### config.mk
export PLATFORM = sky130hd
export DESIGN_NAME = ctrl_seq_flat
export DESIGN_NICKNAME = d
export VERILOG_FILES = /design/src/rtl/ctrl_seq_pkg.sv /design/src/rtl/ctrl_seq_if.sv /design/src/rtl/ctrl_seq_decode.sv /design/src/rtl/ctrl_seq.sv /design/src/flat_wrapper.sv
export SDC_FILE = /design/constraint.sdc
export NUM_CORES = 1
export LEC_CHECK = 0
export CAP_MARGIN = 30
export CELL_PAD_IN_SITES_DETAIL_PLACEMENT = 0
export CELL_PAD_IN_SITES_GLOBAL_PLACEMENT = 1
export CORE_MARGIN = 4
export CORE_UTILIZATION = 42
export DETAILED_ROUTE_END_ITERATION = 7
export MAX_ROUTING_LAYER = met4
export PLACE_DENSITY = 0.95
export SETUP_SLACK_MARGIN = 0.15
export SYNTH_ARGS = -nofsm -noshare
export SYNTH_HDL_FRONTEND = slang
export SYNTH_HIERARCHICAL = 1
export SYNTH_SLANG_ARGS = --single-unit
### constraint.sdc
create_clock -name clk_i -period 3.5 [get_ports clk_i]
set_input_delay 0.7 -clock clk_i [delete_from_list [all_inputs] [get_ports clk_i]]
set_output_delay 0.7 -clock clk_i [all_outputs]
set_load 0.005 [all_outputs]
### src/rtl/ctrl_seq_pkg.sv
// Shared encodings for the registered control sequencer: instruction classes,
// per-class opcodes, internal OP codes and the sequencer state type.
package ctrl_seq_pkg;

   // Class field sits in the top two instruction bits.
   typedef enum logic [1:0] {
      ClsI   = 2'b00,
      ClsII  = 2'b01,
      ClsIII = 2'b10,
      ClsIV  = 2'b11
   } instr_class_e;

   // typeI opcodes, bits [6:3]; 9..15 are unlisted.
   localparam logic [3:0] OpcAdd   = 4'd0;
   localparam logic [3:0] OpcAnd   = 4'd1;
   localparam logic [3:0] OpcOr    = 4'd2;
   localparam logic [3:0] OpcXor   = 4'd3;
   localparam logic [3:0] OpcNot   = 4'd4;
   localparam logic [3:0] OpcMover = 4'd5;
   localparam logic [3:0] OpcLoad  = 4'd6;
   localparam logic [3:0] OpcStore = 4'd7;
   localparam logic [3:0] OpcHalt  = 4'd8;

   // typeII opcode bit [6]: 0 BEQ, 1 BLT. typeIV bit [6]: 0 LSR, 1 RSR.
   // typeIII opcodes, bits [6:5].
   localparam logic [1:0] OpcAndi = 2'd0;
   localparam logic [1:0] OpcAddi = 2'd1;
   localparam logic [1:0] OpcSub  = 2'd2;
   localparam logic [1:0] OpcJump = 2'd3;

   // Internal OP codes; zero is reserved for "no operation".
   localparam logic [4:0] ONop   = 5'd0;
   localparam logic [4:0] OAdd   = 5'd1;
   localparam logic [4:0] OAnd   = 5'd2;
   localparam logic [4:0] OOr    = 5'd3;
   localparam logic [4:0] OXor   = 5'd4;
   localparam logic [4:0] ONot   = 5'd5;
   localparam logic [4:0] OMover = 5'd6;
   localparam logic [4:0] OLoad  = 5'd7;
   localparam logic [4:0] OStore = 5'd8;
   localparam logic [4:0] OBeq   = 5'd9;
   localparam logic [4:0] OBlt   = 5'd10;
   localparam logic [4:0] OAndi  = 5'd11;
   localparam logic [4:0] OAddi  = 5'd12;
   localparam logic [4:0] OSub   = 5'd13;
   localparam logic [4:0] OJump  = 5'd14;
   localparam logic [4:0] OLsr   = 5'd15;
   localparam logic [4:0] ORsr   = 5'd16;
   localparam logic [4:0] OHalt  = 5'd17;

   typedef enum logic [1:0] {
      StRun     = 2'd0,
      StMemWait = 2'd1,
      StHalted  = 2'd2
   } ctrl_state_t;

endpackage

### src/rtl/ctrl_seq_if.sv
// Handshake and datapath-control bundle between the sequencer and its neighbours.
interface ctrl_seq_if #(
   parameter int unsigned INSTR_W = 9,
   parameter int unsigned REG_AW  = 3,
   parameter int unsigned IMM_W   = 5,
   parameter int unsigned OP_W    = 5,
   parameter int unsigned CNT_W   = 16
) ();
   logic [INSTR_W-1:0] instr;
   logic               instr_valid;
   logic               ready;
   logic               resume;
   logic               alu_zero;
   logic               alu_less;
   logic               mem_ack;
   logic               dec_valid;
   logic [OP_W-1:0]    op;
   logic [REG_AW-1:0]  reg_read_addr;
   logic [REG_AW-1:0]  reg_write_addr;
   logic               reg_write_en;
   logic [IMM_W-1:0]   imm;
   logic               jump;
   logic               branch_taken;
   logic               mem_req;
   logic               mem_write;
   logic               halted;
   logic               illegal_op;
   logic               mem_err;
   logic [CNT_W-1:0]   instr_count;

   modport master (
      output instr, instr_valid, resume, alu_zero, alu_less, mem_ack,
      input  ready, dec_valid, op, reg_read_addr, reg_write_addr, reg_write_en, imm, jump,
             branch_taken, mem_req, mem_write, halted, illegal_op, mem_err, instr_count
   );

   modport slave (
      input  instr, instr_valid, resume, alu_zero, alu_less, mem_ack,
      output ready, dec_valid, op, reg_read_addr, reg_write_addr, reg_write_en, imm, jump,
             branch_taken, mem_req, mem_write, halted, illegal_op, mem_err, instr_count
   );
endinterface

### src/rtl/ctrl_seq_decode.sv
// Purely combinational field and opcode decode of one instruction word.
module ctrl_seq_decode
   import ctrl_seq_pkg::*;
#(
   parameter int unsigned INSTR_W = 9,
   parameter int unsigned REG_AW  = 3,
   parameter int unsigned IMM_W   = 5,
   parameter int unsigned OP_W    = 5,
   parameter int unsigned ACC_REG = 1
) (
   input  logic [INSTR_W-1:0] instr_i,
   output logic [OP_W-1:0]    op_o,
   output logic [REG_AW-1:0]  rd_addr_o,
   output logic [REG_AW-1:0]  wr_addr_o,
   output logic [IMM_W-1:0]   imm_o,
   output logic               we_o,
   output logic               jump_o,
   output logic               mem_o,
   output logic               store_o,
   output logic               halt_o,
   output logic               illegal_o
);
   instr_class_e cls;
   assign cls = instr_class_e'(instr_i[INSTR_W-1 -: 2]);

   // Decode class and opcode into control fields; unlisted typeI opcodes become NOP.
   always_comb begin
      op_o      = OP_W'(ONop);
      rd_addr_o = REG_AW'(ACC_REG);
      wr_addr_o = REG_AW'(ACC_REG);
      imm_o     = '0;
      we_o      = 1'b0;
      jump_o    = 1'b0;
      mem_o     = 1'b0;
      store_o   = 1'b0;
      halt_o    = 1'b0;
      illegal_o = 1'b0;
      unique case (cls)
         ClsI: begin
            rd_addr_o = REG_AW'(instr_i[2:0]);
            case (instr_i[6:3])
               OpcAdd:   begin op_o = OP_W'(OAdd); we_o = 1'b1; end
               OpcAnd:   begin op_o = OP_W'(OAnd); we_o = 1'b1; end
               OpcOr:    begin op_o = OP_W'(OOr);  we_o = 1'b1; end
               OpcXor:   begin op_o = OP_W'(OXor); we_o = 1'b1; end
               OpcNot:   begin op_o = OP_W'(ONot); we_o = 1'b1; end
               OpcMover: begin
                  op_o      = OP_W'(OMover);
                  we_o      = 1'b1;
                  wr_addr_o = REG_AW'(instr_i[2:0]);
               end
               OpcLoad:  begin op_o = OP_W'(OLoad); mem_o = 1'b1; end
               OpcStore: begin op_o = OP_W'(OStore); mem_o = 1'b1; store_o = 1'b1; end
               OpcHalt:  begin op_o = OP_W'(OHalt); halt_o = 1'b1; end
               default:  illegal_o = 1'b1;
            endcase
         end
         ClsII: begin
            op_o      = instr_i[6] ? OP_W'(OBlt) : OP_W'(OBeq);
            rd_addr_o = REG_AW'(instr_i[5:3]);
            imm_o     = IMM_W'(instr_i[2:0]);
         end
         ClsIII: begin
            imm_o = IMM_W'(instr_i[4:0]);
            unique case (instr_i[6:5])
               OpcAndi: begin op_o = OP_W'(OAndi); we_o = 1'b1; end
               OpcAddi: begin op_o = OP_W'(OAddi); we_o = 1'b1; end
               OpcSub:  begin op_o = OP_W'(OSub);  we_o = 1'b1; end
               OpcJump: begin op_o = OP_W'(OJump); jump_o = 1'b1; end
            endcase
         end
         ClsIV: begin
            op_o      = instr_i[6] ? OP_W'(ORsr) : OP_W'(OLsr);
            rd_addr_o = REG_AW'(instr_i[5:3]);
            wr_addr_o = REG_AW'(instr_i[5:3]);
            imm_o     = IMM_W'(instr_i[2:0]);
            we_o      = 1'b1;
         end
      endcase
   end
endmodule

### src/rtl/ctrl_seq.sv
// Registered control sequencer: latches and decodes one instruction per handshake,
// sequences LOAD/STORE with a timeout, handles HALT/resume and counts retirements.
module ctrl_seq
   import ctrl_seq_pkg::*;
#(
   parameter int unsigned INSTR_W     = 9,
   parameter int unsigned REG_AW      = 3,
   parameter int unsigned IMM_W       = 5,
   parameter int unsigned OP_W        = 5,
   parameter int unsigned ACC_REG     = 1,
   parameter int unsigned MEM_TIMEOUT = 15,
   parameter int unsigned CNT_W       = 16
) (
   input logic       clk_i,
   input logic       rst_ni,
   ctrl_seq_if.slave bus
);
   localparam int unsigned TMO_W = (MEM_TIMEOUT > 1) ? $clog2(MEM_TIMEOUT) : 1;

   ctrl_state_t       state_q;
   logic              dec_valid_q, we_q, jump_q, illegal_q, mem_op_q;
   logic              mem_req_q, mem_write_q, mem_err_q;
   logic [OP_W-1:0]   op_q;
   logic [REG_AW-1:0] rd_q, wr_q;
   logic [IMM_W-1:0]  imm_q;
   logic [TMO_W-1:0]  tmo_q;
   logic [CNT_W-1:0]  cnt_q;

   logic [OP_W-1:0]   d_op;
   logic [REG_AW-1:0] d_rd, d_wr;
   logic [IMM_W-1:0]  d_imm;
   logic              d_we, d_jump, d_mem, d_store, d_halt, d_illegal;
   logic              accept, mem_done, retire;

   ctrl_seq_decode #(
      .INSTR_W (INSTR_W),
      .REG_AW  (REG_AW),
      .IMM_W   (IMM_W),
      .OP_W    (OP_W),
      .ACC_REG (ACC_REG)
   ) u_decode (
      .instr_i   (bus.instr),
      .op_o      (d_op),
      .rd_addr_o (d_rd),
      .wr_addr_o (d_wr),
      .imm_o     (d_imm),
      .we_o      (d_we),
      .jump_o    (d_jump),
      .mem_o     (d_mem),
      .store_o   (d_store),
      .halt_o    (d_halt),
      .illegal_o (d_illegal)
   );

   assign accept   = bus.instr_valid && (state_q == StRun);
   // MemAck only counts while a request is outstanding.
   assign mem_done = (state_q == StMemWait) && bus.mem_ack;
   assign retire   = (dec_valid_q && !mem_op_q) || mem_done;

   // FSM plus registered decode outputs; timeout fires on the last count without an ack.
   always_ff @(posedge clk_i or negedge rst_ni) begin
      if (!rst_ni) begin
         state_q     <= StRun;
         dec_valid_q <= 1'b0;
         we_q        <= 1'b0;
         jump_q      <= 1'b0;
         illegal_q   <= 1'b0;
         mem_op_q    <= 1'b0;
         mem_req_q   <= 1'b0;
         mem_write_q <= 1'b0;
         mem_err_q   <= 1'b0;
         op_q        <= '0;
         rd_q        <= REG_AW'(ACC_REG);
         wr_q        <= REG_AW'(ACC_REG);
         imm_q       <= '0;
         tmo_q       <= '0;
      end else begin
         dec_valid_q <= accept;
         we_q        <= accept && d_we;
         jump_q      <= accept && d_jump;
         illegal_q   <= accept && d_illegal;
         if (accept) begin
            op_q     <= d_op;
            rd_q     <= d_rd;
            wr_q     <= d_wr;
            imm_q    <= d_imm;
            mem_op_q <= d_mem;
         end
         case (state_q)
            StRun: begin
               if (accept && d_mem) begin
                  state_q     <= StMemWait;
                  mem_req_q   <= 1'b1;
                  mem_write_q <= d_store;
                  tmo_q       <= '0;
               end else if (accept && d_halt) begin
                  state_q <= StHalted;
               end
            end
            StMemWait: begin
               if (bus.mem_ack) begin
                  state_q     <= StRun;
                  mem_req_q   <= 1'b0;
                  mem_write_q <= 1'b0;
               end else if (tmo_q == TMO_W'(MEM_TIMEOUT - 1)) begin
                  state_q     <= StRun;
                  mem_req_q   <= 1'b0;
                  mem_write_q <= 1'b0;
                  mem_err_q   <= 1'b1;
               end else begin
                  tmo_q <= tmo_q + 1'b1;
               end
            end
            StHalted: begin
               if (bus.resume) state_q <= StRun;
            end
            default: state_q <= StRun;
         endcase
      end
   end

   // Saturating retired-instruction counter.
   always_ff @(posedge clk_i or negedge rst_ni) begin
      if (!rst_ni) begin
         cnt_q <= '0;
      end else if (retire && !(&cnt_q)) begin
         cnt_q <= cnt_q + 1'b1;
      end
   end

   assign bus.ready          = (state_q == StRun);
   assign bus.dec_valid      = dec_valid_q;
   assign bus.op             = op_q;
   assign bus.reg_read_addr  = rd_q;
   assign bus.reg_write_addr = wr_q;
   // LOAD writes back in the ack cycle, not with DecValid.
   assign bus.reg_write_en   = we_q || (mem_done && !mem_write_q);
   assign bus.imm            = imm_q;
   assign bus.jump           = jump_q;
   assign bus.branch_taken   = dec_valid_q && (((op_q == OP_W'(OBeq)) && bus.alu_zero) ||
                                               ((op_q == OP_W'(OBlt)) && bus.alu_less));
   assign bus.mem_req        = mem_req_q;
   assign bus.mem_write      = mem_write_q;
   assign bus.halted         = (state_q == StHalted);
   assign bus.illegal_op     = illegal_q;
   assign bus.mem_err        = mem_err_q;
   assign bus.instr_count    = cnt_q;
endmodule
### src/flat_wrapper.sv
// flat-port wrapper written by rule: the top's interface ports become plain ports
module ctrl_seq_flat import ctrl_seq_pkg::*;
#(
   parameter int unsigned INSTR_W     = 9,
   parameter int unsigned REG_AW      = 3,
   parameter int unsigned IMM_W       = 5,
   parameter int unsigned OP_W        = 5,
   parameter int unsigned ACC_REG     = 1,
   parameter int unsigned MEM_TIMEOUT = 15,
   parameter int unsigned CNT_W       = 16
)
  (clk_i, rst_ni, bus_instr, bus_instr_valid, bus_resume, bus_alu_zero, bus_alu_less, bus_mem_ack, bus_ready, bus_dec_valid, bus_op, bus_reg_read_addr, bus_reg_write_addr, bus_reg_write_en, bus_imm, bus_jump, bus_branch_taken, bus_mem_req, bus_mem_write, bus_halted, bus_illegal_op, bus_mem_err, bus_instr_count);
  ctrl_seq_if #(.INSTR_W(INSTR_W), .REG_AW(REG_AW), .IMM_W(IMM_W), .OP_W(OP_W), .CNT_W(CNT_W)) bus_i ();
  input logic clk_i;
  input logic rst_ni;
  input wire logic [$bits(bus_i.instr)-1:0] bus_instr;
  input wire logic [$bits(bus_i.instr_valid)-1:0] bus_instr_valid;
  input wire logic [$bits(bus_i.resume)-1:0] bus_resume;
  input wire logic [$bits(bus_i.alu_zero)-1:0] bus_alu_zero;
  input wire logic [$bits(bus_i.alu_less)-1:0] bus_alu_less;
  input wire logic [$bits(bus_i.mem_ack)-1:0] bus_mem_ack;
  output wire logic [$bits(bus_i.ready)-1:0] bus_ready;
  output wire logic [$bits(bus_i.dec_valid)-1:0] bus_dec_valid;
  output wire logic [$bits(bus_i.op)-1:0] bus_op;
  output wire logic [$bits(bus_i.reg_read_addr)-1:0] bus_reg_read_addr;
  output wire logic [$bits(bus_i.reg_write_addr)-1:0] bus_reg_write_addr;
  output wire logic [$bits(bus_i.reg_write_en)-1:0] bus_reg_write_en;
  output wire logic [$bits(bus_i.imm)-1:0] bus_imm;
  output wire logic [$bits(bus_i.jump)-1:0] bus_jump;
  output wire logic [$bits(bus_i.branch_taken)-1:0] bus_branch_taken;
  output wire logic [$bits(bus_i.mem_req)-1:0] bus_mem_req;
  output wire logic [$bits(bus_i.mem_write)-1:0] bus_mem_write;
  output wire logic [$bits(bus_i.halted)-1:0] bus_halted;
  output wire logic [$bits(bus_i.illegal_op)-1:0] bus_illegal_op;
  output wire logic [$bits(bus_i.mem_err)-1:0] bus_mem_err;
  output wire logic [$bits(bus_i.instr_count)-1:0] bus_instr_count;
  assign bus_i.instr = bus_instr;
  assign bus_i.instr_valid = bus_instr_valid;
  assign bus_i.resume = bus_resume;
  assign bus_i.alu_zero = bus_alu_zero;
  assign bus_i.alu_less = bus_alu_less;
  assign bus_i.mem_ack = bus_mem_ack;
  assign bus_ready = bus_i.ready;
  assign bus_dec_valid = bus_i.dec_valid;
  assign bus_op = bus_i.op;
  assign bus_reg_read_addr = bus_i.reg_read_addr;
  assign bus_reg_write_addr = bus_i.reg_write_addr;
  assign bus_reg_write_en = bus_i.reg_write_en;
  assign bus_imm = bus_i.imm;
  assign bus_jump = bus_i.jump;
  assign bus_branch_taken = bus_i.branch_taken;
  assign bus_mem_req = bus_i.mem_req;
  assign bus_mem_write = bus_i.mem_write;
  assign bus_halted = bus_i.halted;
  assign bus_illegal_op = bus_i.illegal_op;
  assign bus_mem_err = bus_i.mem_err;
  assign bus_instr_count = bus_i.instr_count;
  ctrl_seq #(.INSTR_W(INSTR_W), .REG_AW(REG_AW), .IMM_W(IMM_W), .OP_W(OP_W), .ACC_REG(ACC_REG), .MEM_TIMEOUT(MEM_TIMEOUT), .CNT_W(CNT_W)) u_core (.clk_i(clk_i), .rst_ni(rst_ni), .bus(bus_i));
endmodule
## After elaboration in Yosys (flattened, before gate mapping)

Index checks and enable logic that the tools add are counted.

- Reductions and logical operators: 34
- Shift operators: 0
- Add/sub/neg operators: 2
- Mux-type cells: 38
- Magnitude comparators: 0
- Bitwise gates (word level): 1
- Div/mod/pow operators: 0
- Equality and inequality tests: 25
- $mul: 0

Operators by type and width:

| cell | number |
|---|---|
| $pmux W5 S9 | 1 |
| $pmux W5 S4 | 2 |
| $add A16 B1 Y16 const B | 1 |
| $eq A4 B3 Y1 const B | 4 |
| $mux W1 | 16 |
| $reduce_and A16 Y1 | 1 |
| $logic_and A1 B1 Y1 | 13 |
| $mux W2 | 6 |
| $mux W4 | 3 |
| $pmux W3 S2 | 2 |
| $eq A2 B2 Y1 const B | 5 |
| $eq A5 B4 Y1 const B | 2 |
| $pmux W5 S2 | 1 |
| $reduce_and A3 Y1 | 3 |
| $reduce_or A9 Y1 | 1 |
| $eq A4 B2 Y1 const B | 2 |
| $eq A4 B4 Y1 const B | 2 |
| $pmux W4 S2 | 1 |
| $eq A2 B1 Y1 const B | 3 |
| $logic_not A2 Y1 | 3 |
| $ne A2 B2 Y1 const B | 3 |
| $pmux W2 S3 | 1 |
| $reduce_or A6 Y1 | 1 |
| $mux W5 | 1 |
| other kinds (16) | 22 |

- Latch bits: 0
- Memories kept: 0
- Flip-flop bits (word level): 46
- Memory bits (writable): 0
- Input bits: 16
- Bits in read-only memories: 0
- Output and inout port bits: 42

## Longest topological paths before layout

- Depth in word-level cells: 7
- Gate-level depth with buffers: 8
- Gate-level depth less buffers: 6

## Modules after synthesis

The synthesis kept the hierarchy.

Modules (own cells, without submodules):

| module | instances | cells each | area an instance (µm²) | sequential area each (µm²) |
|---|---|---|---|---|
| ctrl_seq | 1 | 162 | 2060.7 | 1153.6 |
| ctrl_seq_decode | 1 | 76 | 553.0 | 0.0 |

## Worst setup path after synthesis

Ideal clock, no wire load.

- Path type: input to register
- From: in bus_instr[8]
- To: reg u_core.mem_write_q, in the netlist u_core/bus.mem_write
- Stages: 8
- Setup slack: 1.558 ns
- Data arrival time: 1.821 ns
- Buffers on the path: 2
- Data required time: 3.379 ns
- Path through: inv_1 -> ha_1 -> buf_6 -> and3_4 -> and2_1 -> clkbuf_1 -> o21ai_0 -> a22o_1

- Word-level cells in the longest chain between the ends: 5

RTL lines:

| what | RTL line | RTL |
|---|---|---|
| start, declared | flat_wrapper.sv:16 | `input wire logic [$bits(bus_i.instr)-1:0] bus_instr;` |
| $logic_not A2 Y1 | ctrl_seq_decode.sv:38 | `unique case (cls)` |
| $mux W1 | ctrl_seq_decode.sv:38 |  |
| net u_core.d_mem | ctrl_seq.sv:32 | `logic d_we, d_jump, d_mem, d_store, d_halt, d_illegal;` |
| $logic_and A1 B1 Y1 | ctrl_seq.sv:91 | `if (accept && d_mem) begin` |
| $ne A2 B1 Y1 (no line) | n/a |  |
| $reduce_and A3 Y1 (no line) | n/a |  |
| end signal, assigned | ctrl_seq.sv:94 | `mem_write_q <= d_store;` |
| end, declared | ctrl_seq.sv:22 | `logic mem_req_q, mem_write_q, mem_err_q;` |

The timed path passes the listed nets, and every way through them passes these cells. The select of a mux whose other input is x is not followed.
A chain may end at the register's enable or synchronous reset.

## Worst setup path after layout

- From: in bus_mem_ack
- To: out bus_reg_write_en

- Word-level cells in the longest chain between the ends: 3

RTL lines:

| what | RTL line | RTL |
|---|---|---|
| start, declared | flat_wrapper.sv:21 | `input wire logic [$bits(bus_i.mem_ack)-1:0] bus_mem_ack;` |
| $logic_and A1 B1 Y1 | ctrl_seq.sv:57 | `assign mem_done = (state_q == StMemWait) && bus.mem_ack;` |
| $logic_and A1 B1 Y1 | ctrl_seq.sv:137 | `assign bus.reg_write_en = we_q \|\| (mem_done && !mem_write_q);` |
| $logic_or A1 B1 Y1 | ctrl_seq.sv:137 |  |
| end, declared | flat_wrapper.sv:27 | `output wire logic [$bits(bus_i.reg_write_en)-1:0] bus_reg_write_en;` |

No other way between the ends.

==> impl_results.md <==
- Cell at the root of the clock tree: sky130_fd_sc_hd__clkbuf_8
- Sequential-to-total area share from yosys stat: 44.1%
- Netlist area before placement: 2610 um^2
- Initial core utilization: between 40% and 50%
- Portion of total power attributed to sequential cells: around half
- Final-report max-slew violation count: 0
- Number of antenna violations at the first check in global routing: 0
- Post-layout instance area: ~3300 um^2
- Leakage power summed over all cells: 1.52 nW
- Clock latency reported for the late side of the worst-skew pair: 0.30 ns
- Share of cells above drive strength 1: around 17%
- Area leader, netlist: sky130_fd_sc_hd__dfrtp_1
- Number of endpoints with negative hold slack in the final report: 0
- Clock tree from TritonCTS: done
- Tightest slew margin relative to the limit: 43.7%
- Fraction of power consumed by combinational cells: 26.4%
- Post-Syn Nets: approximately 270
- Post-synthesis async set-or-reset flop share: 100%
- FF-to-FF path depth: 5
- Growth of design area from synthesis to finish: 27.1%
- Sinks on the clock net: 46
- Global-route wire length before repair: 9380 um
- GRT Overall Usage: 16.4%
- Clk buf depth: 2
- Most frequent cells after synthesis: sky130_fd_sc_hd__dfrtp_1 (44), sky130_fd_sc_hd__mux2_2 (20), sky130_fd_sc_hd__nor2_1 (16), sky130_fd_sc_hd__xor2_1 (16), sky130_fd_sc_hd__ha_1 (15)
- PortBufs: 57
- Antenna Diode Count: 0
- Vias: 1915
- Data arrival at the endpoint of the critical path: 2.06 ns
- Fraction of power consumed by the clock network: around 22%
- Source of the worst register-to-register timing path: u_core/bus.instr_count[0]$_DFFE_PN0P_
- Die area: 7550 um^2
- Required time at the worst-slack endpoint: around 2.8 ns
- Count of maximum capacitance violations: 0
- Worst hold path class: in -> async
- Number of hold buffers added after CTS: 0
- Crit path capture type: primary output
- Number of storage elements in the synthesis netlist: 46
- Placed instance area: around 3200 um^2
- Internal Pwr Total: between 0.9 and 1 mW
- Fmax: about 360 MHz
- Syn Area/Cell: 11.0 um^2
- Cells taking the most area after synthesis: sky130_fd_sc_hd__dfrtp_1 (42%), sky130_fd_sc_hd__mux2_2 (8.6%), sky130_fd_sc_hd__ha_1 (7.2%), sky130_fd_sc_hd__xor2_1 (5.4%), sky130_fd_sc_hd__nor2_1 (2.3%)
- Switching power share of the total: about 30%
- Post-Syn Instances: about 240
- Top cell type's share of synthesized area: 42.1%
- Die width: 86.9 um
- Post-detailed-route via-to-cell ratio: 5.16
- Total power density per cell area: 415 nW/um^2
- Design Power: ~1.4 mW
- RD Place Congestion: between 0.7 and 0.8
- Buffers inserted during post-CTS setup optimization: 0
- Violation count after the first detailed-routing iteration: 55
- Critical path class: in -> out
- Final setup violation count: 0
- Total number of nets in the final design: approximately 330
- Count of boundary I/O pins: 58
- Clock transition at the register clock pins on the worst setup and hold paths after CTS: 0.08 ns
- Fillcell total: 519
- Placeable core region: ~6000 um^2
- Max H-tree Level: 2
- Worst reg2reg path endpoint: u_core/bus.instr_count[1]$_DFFE_PN0P_
- Final WL: 5770 um
- Setup slack, reg-to-reg: around 1.4 ns
- Final critical path time including I/O delays and setup: 2.76 ns
- Synth unique cells: 52
- Clock Skews: 0.00647 ns
- Number of global-route vias before repair: 1944
- Number of detailed-route iterations in the first pass: 4
- Run status: complete, no violations
- Number of enable flip-flop cells after synthesis: 0
- Unrepaired setup endpoints after global routing: false
- Critical Path Source Type: input pin
- Remaining antenna violation count: 0
- Number of remaining DRC errors: 0
- Final core utilization: 55.5%
- Half-perimeter wire length after placement: 4340 um
- Fin crit share: 78.8%
- Total negative slack: 0 ns
- Reported net switching power: 0.412 mW
- Worst-Margin Slew: 0.839 ns
- Quantity of gates resized following cts: 0
- Routed WL per cell: 15.6 um
- Die extent in y: 86.9 um
- Sum of overflow across all layers after global routing: 0
- Maximum vdd drop: roughly 240 uV
- YS warnings: 6
- Number of buffers inserted during clock tree synthesis: 5
- Maximum number of pins on one net before global-route repair: 42
- Total number of placement rows: 28
- Maximum fanout count along the critical path: 4
- Leading register cell type out of synthesis: sky130_fd_sc_hd__dfrtp_1
- Library cell with the highest instance count after synthesis: sky130_fd_sc_hd__dfrtp_1
[worst max-delay path by stage]
stage                       from  cells after the start                          endpoint
floorplan           bus_instr[8]                      8  u_core/bus.mem_write$_DFFE_PN0P_
global placement     bus_mem_ack                      4                  bus_reg_write_en
detailed placement   bus_mem_ack                      4                  bus_reg_write_en
CTS                  bus_mem_ack                      4                  bus_reg_write_en
global route         bus_mem_ack                      4                  bus_reg_write_en
finish               bus_mem_ack                      4                  bus_reg_write_en
[area by class of cell]
class / count / area, um^2 / share of cell area [%]
clock buffer: 5 / 68.8 / 2.07
clock inverter: 2 / 10.0 / 0.301
inverter: 12 / 45.0 / 1.36
multi-input combinational: 171 / 1350 / 40.7
sequential: 46 / 1150 / 34.7
tap: 75 / 93.8 / 2.82
timing repair buffer: 60 / 601 / 18.1
[power groups by stage]
stage | registers [mW] | clock network (mW) | logic (mW)
global placement | 0.714 | 0 | 0.357
CTS | 0.710 | 0.317 | 0.371
floorplan | 0.703 | 0 | 0.167
global route | 0.721 | 0.344 | 0.402
detailed placement | 0.719 | 0 | 0.369
finish | 0.707 | 0.308 | 0.363
[placed cells by master, fill, tap and decap left out, types with 4 or more instances in the layout]
| cell | count |
|---|---|
| sky130_fd_sc_hd__a21oi_1 | 7 |
| sky130_fd_sc_hd__nand3_1 | 7 |
| sky130_fd_sc_hd__nor3_1 | 10 |
| sky130_fd_sc_hd__and2_1 | 9 |
| sky130_fd_sc_hd__ha_1 | 15 |
| sky130_fd_sc_hd__clkbuf_8 | 5 |
| sky130_fd_sc_hd__nor2_1 | 16 |
| sky130_fd_sc_hd__dfrtp_1 | 44 |
| sky130_fd_sc_hd__mux2_2 | 20 |
| sky130_fd_sc_hd__clkdlybuf4s50_1 | 56 |
| sky130_fd_sc_hd__nand2_1 | 11 |
| sky130_fd_sc_hd__inv_1 | 12 |
| sky130_fd_sc_hd__o21ai_0 | 5 |
| sky130_fd_sc_hd__nor2b_1 | 4 |
| sky130_fd_sc_hd__xor2_1 | 16 |
[registers in the layout, indices dropped and copies added, names as in the netlist, 2 cells and up]
signal,count
u_core/bus.instr_count,16
u_core/bus.imm,5
u_core/bus.op,5
u_core/tmo_q,4
u_core/bus.reg_read_addr,3
u_core/bus.reg_write_addr,3
u_core/state_q,2
[cells by family (layout without fill, tap and decap cells)]
kind of cell / after synthesis / in the layout / synth area share [%]
and+or+nand+nor: 88 / 88 / 21.6
DFF: 46 / 46 / 44.1
AOI/OAI and AO/OA: 29 / 29 / 7.90
muxes: 21 / 21 / 9.00
buffers and inverters: 21 / 79 / 4.16
xor gates and xnor gates: 18 / 18 / 6.03
adders and majority gates: 15 / 15 / 7.18
[per-stage QoR]
step | worst slack [ns] | cells | hold slack (ns)
floorplan | 1.56 | 238 | 0.404
global placement | 0.776 | 363 | 0.467
detailed placement | 0.736 | 364 | 0.467
CTS | 0.735 | 371 | 0.238
global route | 0.699 | 371 | 0.233
finish | 0.744 | 371 | 0.238
[critical path, stage by stage]
cell and delay, ns:
sky130_fd_sc_hd__clkdlybuf4s50_1 0.48, sky130_fd_sc_hd__and3b_1 0.25, sky130_fd_sc_hd__a21o_1 0.14, sky130_fd_sc_hd__clkdlybuf4s50_1 0.49
[per-layer routing]
layer	GRT usage, %	part of all wire, %
met4	5.67	1.6
met5	-	0
met2	25.7	48
met1	20.9	45
met3	3.60	5.6
(Power assumes the default switching activity.)
==> RTL change 1, RTL diff (same settings) <==
The 3 states of `ctrl_state_t` get a one-hot encoding in 3 bits.
--- a/src/rtl/ctrl_seq_pkg.sv
+++ b/src/rtl/ctrl_seq_pkg.sv
@@ -48,10 +48,10 @@
    localparam logic [4:0] ORsr   = 5'd16;
    localparam logic [4:0] OHalt  = 5'd17;
 
-   typedef enum logic [1:0] {
-      StRun     = 2'd0,
-      StMemWait = 2'd1,
-      StHalted  = 2'd2
+   typedef enum logic [2:0] {
+      StRun     = 3'b001,
+      StMemWait = 3'b010,
+      StHalted  = 3'b100
    } ctrl_state_t;
 
 endpackage
Formal check against the unedited RTL: same outputs for any inputs over 10 cycles, from zero or initial values and one cycle with rst_ni low; not proved beyond that.
==> RTL change 1 against the unedited design <==
  * Die area increased by 1.8%
  * Routed wire length shrank 1.9%
  * Sequential cell count rose by 1
  * Area after synthesis rose by 2.0%
  * Core utilization is 0.76 points higher
  * Setup slack improved by 0.059 ns
  * Register-to-register slack improved by 0.31 ns
  * Critical path depth down 1
  * Combinational power is 46% higher
  * Cell area up 2.0%
  * Clock skew down 0.00077 ns
  * Total power increased by 23%
  * Critical endpoint unchanged
  * Largest power group unchanged
==> RTL change 1: results (changes against the unedited design) <==
Run status
  – Outcome: finished clean

Synthesis
  – Top post-synthesis cells by area: dfrtp_1, mux2_2, ha_1
  – Cell count after synthesis: 247 (+3.8%)
  – Post-synthesis sequential area ratio: 0.443 (+0.00136)

Worst setup path
  – RR Endpoint: u_core/tmo_q[0]$_DFFE_PN0P_
  – FF-to-FF Start: u_core/state_q[0]$_DFFE_PN1P_
  – Critical path fanouts, max: 5 (+1)
  – Setup slack, reg-to-reg: 1.66 ns (+0.31 ns)
  – Worst Path Arrival: 2.00 ns (-0.06 ns)
  – CP peak stage delay: 0.59 ns (+0.10 ns)

Final layout
  – Fillcell total: 541 (+4.2%)
  – Final std cells w/o fill: 379 (+2.2%)
  – Layout cells sized above 1: 0.174 (+0.00542)

Place
  – DP HPWL: 4200 um (-3.2%)
  – Place WS: 0.670 ns (-0.0667 ns)
  – Cell Area, Placed: 3280 um2 (+0.96%)
  – Inst Count DP: 371 (+1.9%)

Pwr
  – Leakage: 0.00150 uW (-1.6%)
  – Maximum vdd drop: 0.000376 V (+55%)

Timing
  – Max Freq: 371 MHz (+2.2%)
  – Clock skew: 0.00570 ns (-0.000771 ns)

Global routing
  – M2 GR Usage: 0.245 (-0.0122)
  – Largest net degree at the start of global routing: 27 (-36%)
  – Grt met1 use: 0.227 (+0.0174)

Detailed routing
  – Initial DRC Count: 155 (+180%)
  – Wl on met1: 2740 um (+6.0%)
  – Final wirelength: 5660 um (-1.9%)
  – WL met3: 243 um (-25%)
RTL change 1: cell types whose count changed after synthesis, sizes merged, moves of 5 or more:
cell	delta
and3	+5
nand2	+11
nor3	-7
o21ai	+5
xnor2	+5
xor2	-9
RTL change 1: layout make-up:
cell class | instances | area [um2] | share of cell area
tap | 75 | 93.8 | 0.0277
timing repair buffer | 58 | 586 | 0.173
sequential | 47 | 1180 | 0.348
multi-input combinational | 180 | 1380 | 0.406
clock inverter | 3 | 43.8 | 0.0129
clock buffer | 5 | 68.8 | 0.0203
inverter | 11 | 41.3 | 0.0122
RTL change 1: cell families (layout without fill, tap and decap cells):
logic type / count (synthesis) / count (layout) / synth area share
XOR/XNOR: 14 / 14 / 0.0460
multiplexers: 21 / 21 / 0.0878
AND/OR/NAND/NOR: 92 / 92 / 0.215
flip-flops: 47 / 47 / 0.443
adder cells (fa/ha/maj): 15 / 15 / 0.0704
AO/OA/AOI/OAI: 38 / 38 / 0.0972
buffers and inverters: 20 / 77 / 0.0413
RTL change 1: power by group:
group / internal, uW / total, uW / switching [uW]
Combinational: 331 / 529 / 199
Clock: 213 / 394 / 181
Sequential: 661 / 767 / 107
RTL change 1: how the worst min path moves through the flow:
stage,to,slack (ns),depth (start not counted)
2_1_floorplan,u_core/bus.dec_valid$_DFF_PN0_,0.40,0
3_3_place_gp,u_core/bus.mem_err$_DFFE_PN0P_,0.47,1
3_5_place_dp,u_core/bus.instr_count[9]$_DFFE_PN0P_,0.48,1
4_1_cts,u_core/bus.imm[4]$_DFFE_PN0N_,0.38,1
5_1_grt,u_core/bus.reg_write_addr[2]$_DFFE_PN0N_,0.39,1
6_report,u_core/bus.reg_write_addr[2]$_DFFE_PN0N_,0.36,1
==> RTL change 2, RTL diff (same settings) <==
Without the edit above. `ACC_REG` is set to 1 in 3 places; all go to 0.
--- a/src/rtl/ctrl_seq_decode.sv
+++ b/src/rtl/ctrl_seq_decode.sv
@@ -6,7 +6,7 @@
    parameter int unsigned REG_AW  = 3,
    parameter int unsigned IMM_W   = 5,
    parameter int unsigned OP_W    = 5,
-   parameter int unsigned ACC_REG = 1
+   parameter int unsigned ACC_REG = 0
 ) (
    input  logic [INSTR_W-1:0] instr_i,
    output logic [OP_W-1:0]    op_o,
--- a/src/rtl/ctrl_seq.sv
+++ b/src/rtl/ctrl_seq.sv
@@ -7,7 +7,7 @@
    parameter int unsigned REG_AW      = 3,
    parameter int unsigned IMM_W       = 5,
    parameter int unsigned OP_W        = 5,
-   parameter int unsigned ACC_REG     = 1,
+   parameter int unsigned ACC_REG     = 0,
    parameter int unsigned MEM_TIMEOUT = 15,
    parameter int unsigned CNT_W       = 16
 ) (
--- a/src/flat_wrapper.sv
+++ b/src/flat_wrapper.sv
@@ -5,7 +5,7 @@
    parameter int unsigned REG_AW      = 3,
    parameter int unsigned IMM_W       = 5,
    parameter int unsigned OP_W        = 5,
-   parameter int unsigned ACC_REG     = 1,
+   parameter int unsigned ACC_REG     = 0,
    parameter int unsigned MEM_TIMEOUT = 15,
    parameter int unsigned CNT_W       = 16
 )
Behaviour: not the same (Yosys sat finds a counterexample within 4 cycles, from zero or initial values and one cycle with rst_ni low).
==> RTL change 2 against the unedited design <==
  * Setup slack worse by 0.016 ns
  * Area after synthesis down 0.62%
  * Total power up 6.2%
  * Sequential power down 0.7%
  * Sequential cell count unchanged
  * Cell area up 0.64%
  * Critical path type unchanged
  * Routed wire length down 7.1%
  * Clock power up 31%
  * Die area down 0.56%
  * Synthesized cell count down 0.84%
  * Largest cell class unchanged
==> RTL change 2: results (changes against the unedited design) <==
Detailed routing
  – Drt pass-1 iters: 4 (unchanged)
  – Initial DRC Count: 82 (+49%)
  – DR WL/cell: 14.5 um (-6.8%)
  – Final wirelength: 5360 um (-7.1%)
  – Via count: 1,879 (-1.9%)

Min path
  – Hold/Removal Path Class: in2async

Worst setup path
  – FF-to-FF Start: u_core/bus.instr_count[0]$_DFFE_PN0P_
  – Start point of the critical path: bus_mem_ack
  – Worst Path Arrival: 2.07 ns
  – Setup slack, reg-to-reg: 1.40 ns (+0.05 ns)
  – Register-to-Register Path Depth: 5 (unchanged)
  – RR Endpoint: u_core/bus.instr_count[1]$_DFFE_PN0P_
  – Dominant delay contributor by cell family on the critical path: buffers and inverters
  – CP max stage cell: clkdlybuf4s50_1
  – CP peak stage delay: 0.49 ns (about the same)
  – Critical path fanouts, max: 4 (unchanged)

Synthesis
  – Top post-synthesis cells by area: dfrtp_1, mux2_2, ha_1
  – Synth cell types: 46 (-12%)
  – Main flop type after synthesis: dfrtp_1
  – Post-synthesis sequential area ratio: 0.443 (+0.00180)
  – Synth cell count leaders: dfrtp_1, mux2_2, nor2_1
  – Syn Nets: 267 (-0.74%)
  – Async set-reset flop share out of synthesis: 1.00 (unchanged)
  – Average size of a mapped cell: 11.0 um2 (+0.22%)
  – Ys Warns: 6 (unchanged)

Place
  – DP HPWL: 4070 um (-6.4%)
  – Cell Area, Placed: 3230 um2 (-0.39%)
  – Place WS: 0.606 ns (-0.131 ns)
  – Placer Congestion: 0.838 (+7.8%)
  – Inst Count DP: 362 (-0.55%)
  – Port Buf Inserts: 57 (unchanged)

Pwr
  – Maximum vdd drop: 0.000224 V (-7.8%)
  – Total power: 1460 uW (+6.2%)
  – Share of power burned in combinational logic: 0.246 (-0.018)
  – Switching pwr: 426 uW (+3.5%)
  – Leakage: 0.00154 uW (+0.76%)
  – Clock-net power: 403 uW (+31%)

Clock tree
  – Post-CTS Resized: 0 (unchanged)
  – Clk_lat worst skew: 0.30 ns (about the same)
  – Post-CTS setup repair buffer count: 0 (unchanged)
  – Max H-tree Level: 2 (unchanged)
  – Cts bufs inserted: 5 (unchanged)
  – Max clock buf depth: 2 (unchanged)
  – Clock-pin slew on the worst setup and hold paths: 0.09 ns
  – Root Buffer: clkbuf_8

Final layout
  – # diodes: 0 (unchanged)
  – Final net count: 325 (-0.61%)
  – Fillcell total: 528 (+1.7%)
  – Layout cells sized above 1: 0.156 (-0.0130)
  – Max reg flops: 16 (unchanged)

Global routing
  – First-pass GRT wire length: 9300 um (-0.81%)
  – Total track usage: 0.158 (-0.00533)
  – Initial antenna violation count: 0 (unchanged)
  – Largest net degree at the start of global routing: 38 (-9.5%)

Timing
  – WHS: 0.263 ns (+0.0249 ns)
  – Clock skew: 0.00799 ns (+0.00152 ns)
  – Worst Tran Pin Value: 0.787 ns (-0.0518 ns)

Run status
  – Outcome: finished clean
==> RTL change 2: worst max path at each step <==
stage               cells after the start  slack, ns                               end
finish                                  4       0.73                  bus_reg_write_en
global route                            4       0.65                  bus_reg_write_en
CTS                                     4       0.71                  bus_reg_write_en
detailed placement                      7       0.61  u_core/bus.mem_write$_DFFE_PN0P_
global placement                        7       0.70  u_core/bus.mem_write$_DFFE_PN0P_
floorplan                               7       1.56  u_core/bus.mem_write$_DFFE_PN0P_
==> RTL change 2: cell type report <==
class / count / area [um2] / area share
clock buffer: 5 / 68.8 / 0.0206
clock inverter: 3 / 43.8 / 0.0131
inverter: 11 / 41.3 / 0.0123
multi-input combinational: 171 / 1350 / 0.404
sequential: 46 / 1150 / 0.344
tap: 75 / 93.8 / 0.0281
timing repair buffer: 59 / 593 / 0.177
==> RTL change 2: worst register-to-register path: stages, from the launching register on <==
cell and delay (ns):
dfrtp_1 0.44, ha_1 0.24, nand4_1 0.15, nor4_4 0.70, nor2_1 0.15, mux2_2 0.31
==> RTL change 2: per-layer routing <==
layer	wire length (um)	up-vias	GRT usage
met2	2570	45	0.243
li1	-	934	-
met5	0	-	-
met4	27	0	0.0297
met3	297	4	0.0333
met1	2470	896	0.219
==> RTL change 2: cells by family (layout without fill, tap and decap cells) <==
family / Yosys count / count (layout) / synth area share
XOR/XNOR: 18 / 18 / 0.0607
AO/OA/AOI/OAI: 28 / 28 / 0.0775
AND/OR/NAND/NOR: 89 / 89 / 0.220
flip-flops: 46 / 46 / 0.443
adder cells (fa/ha/maj): 15 / 15 / 0.0723
buffers and inverters: 19 / 78 / 0.0361
multiplexers: 21 / 21 / 0.0906
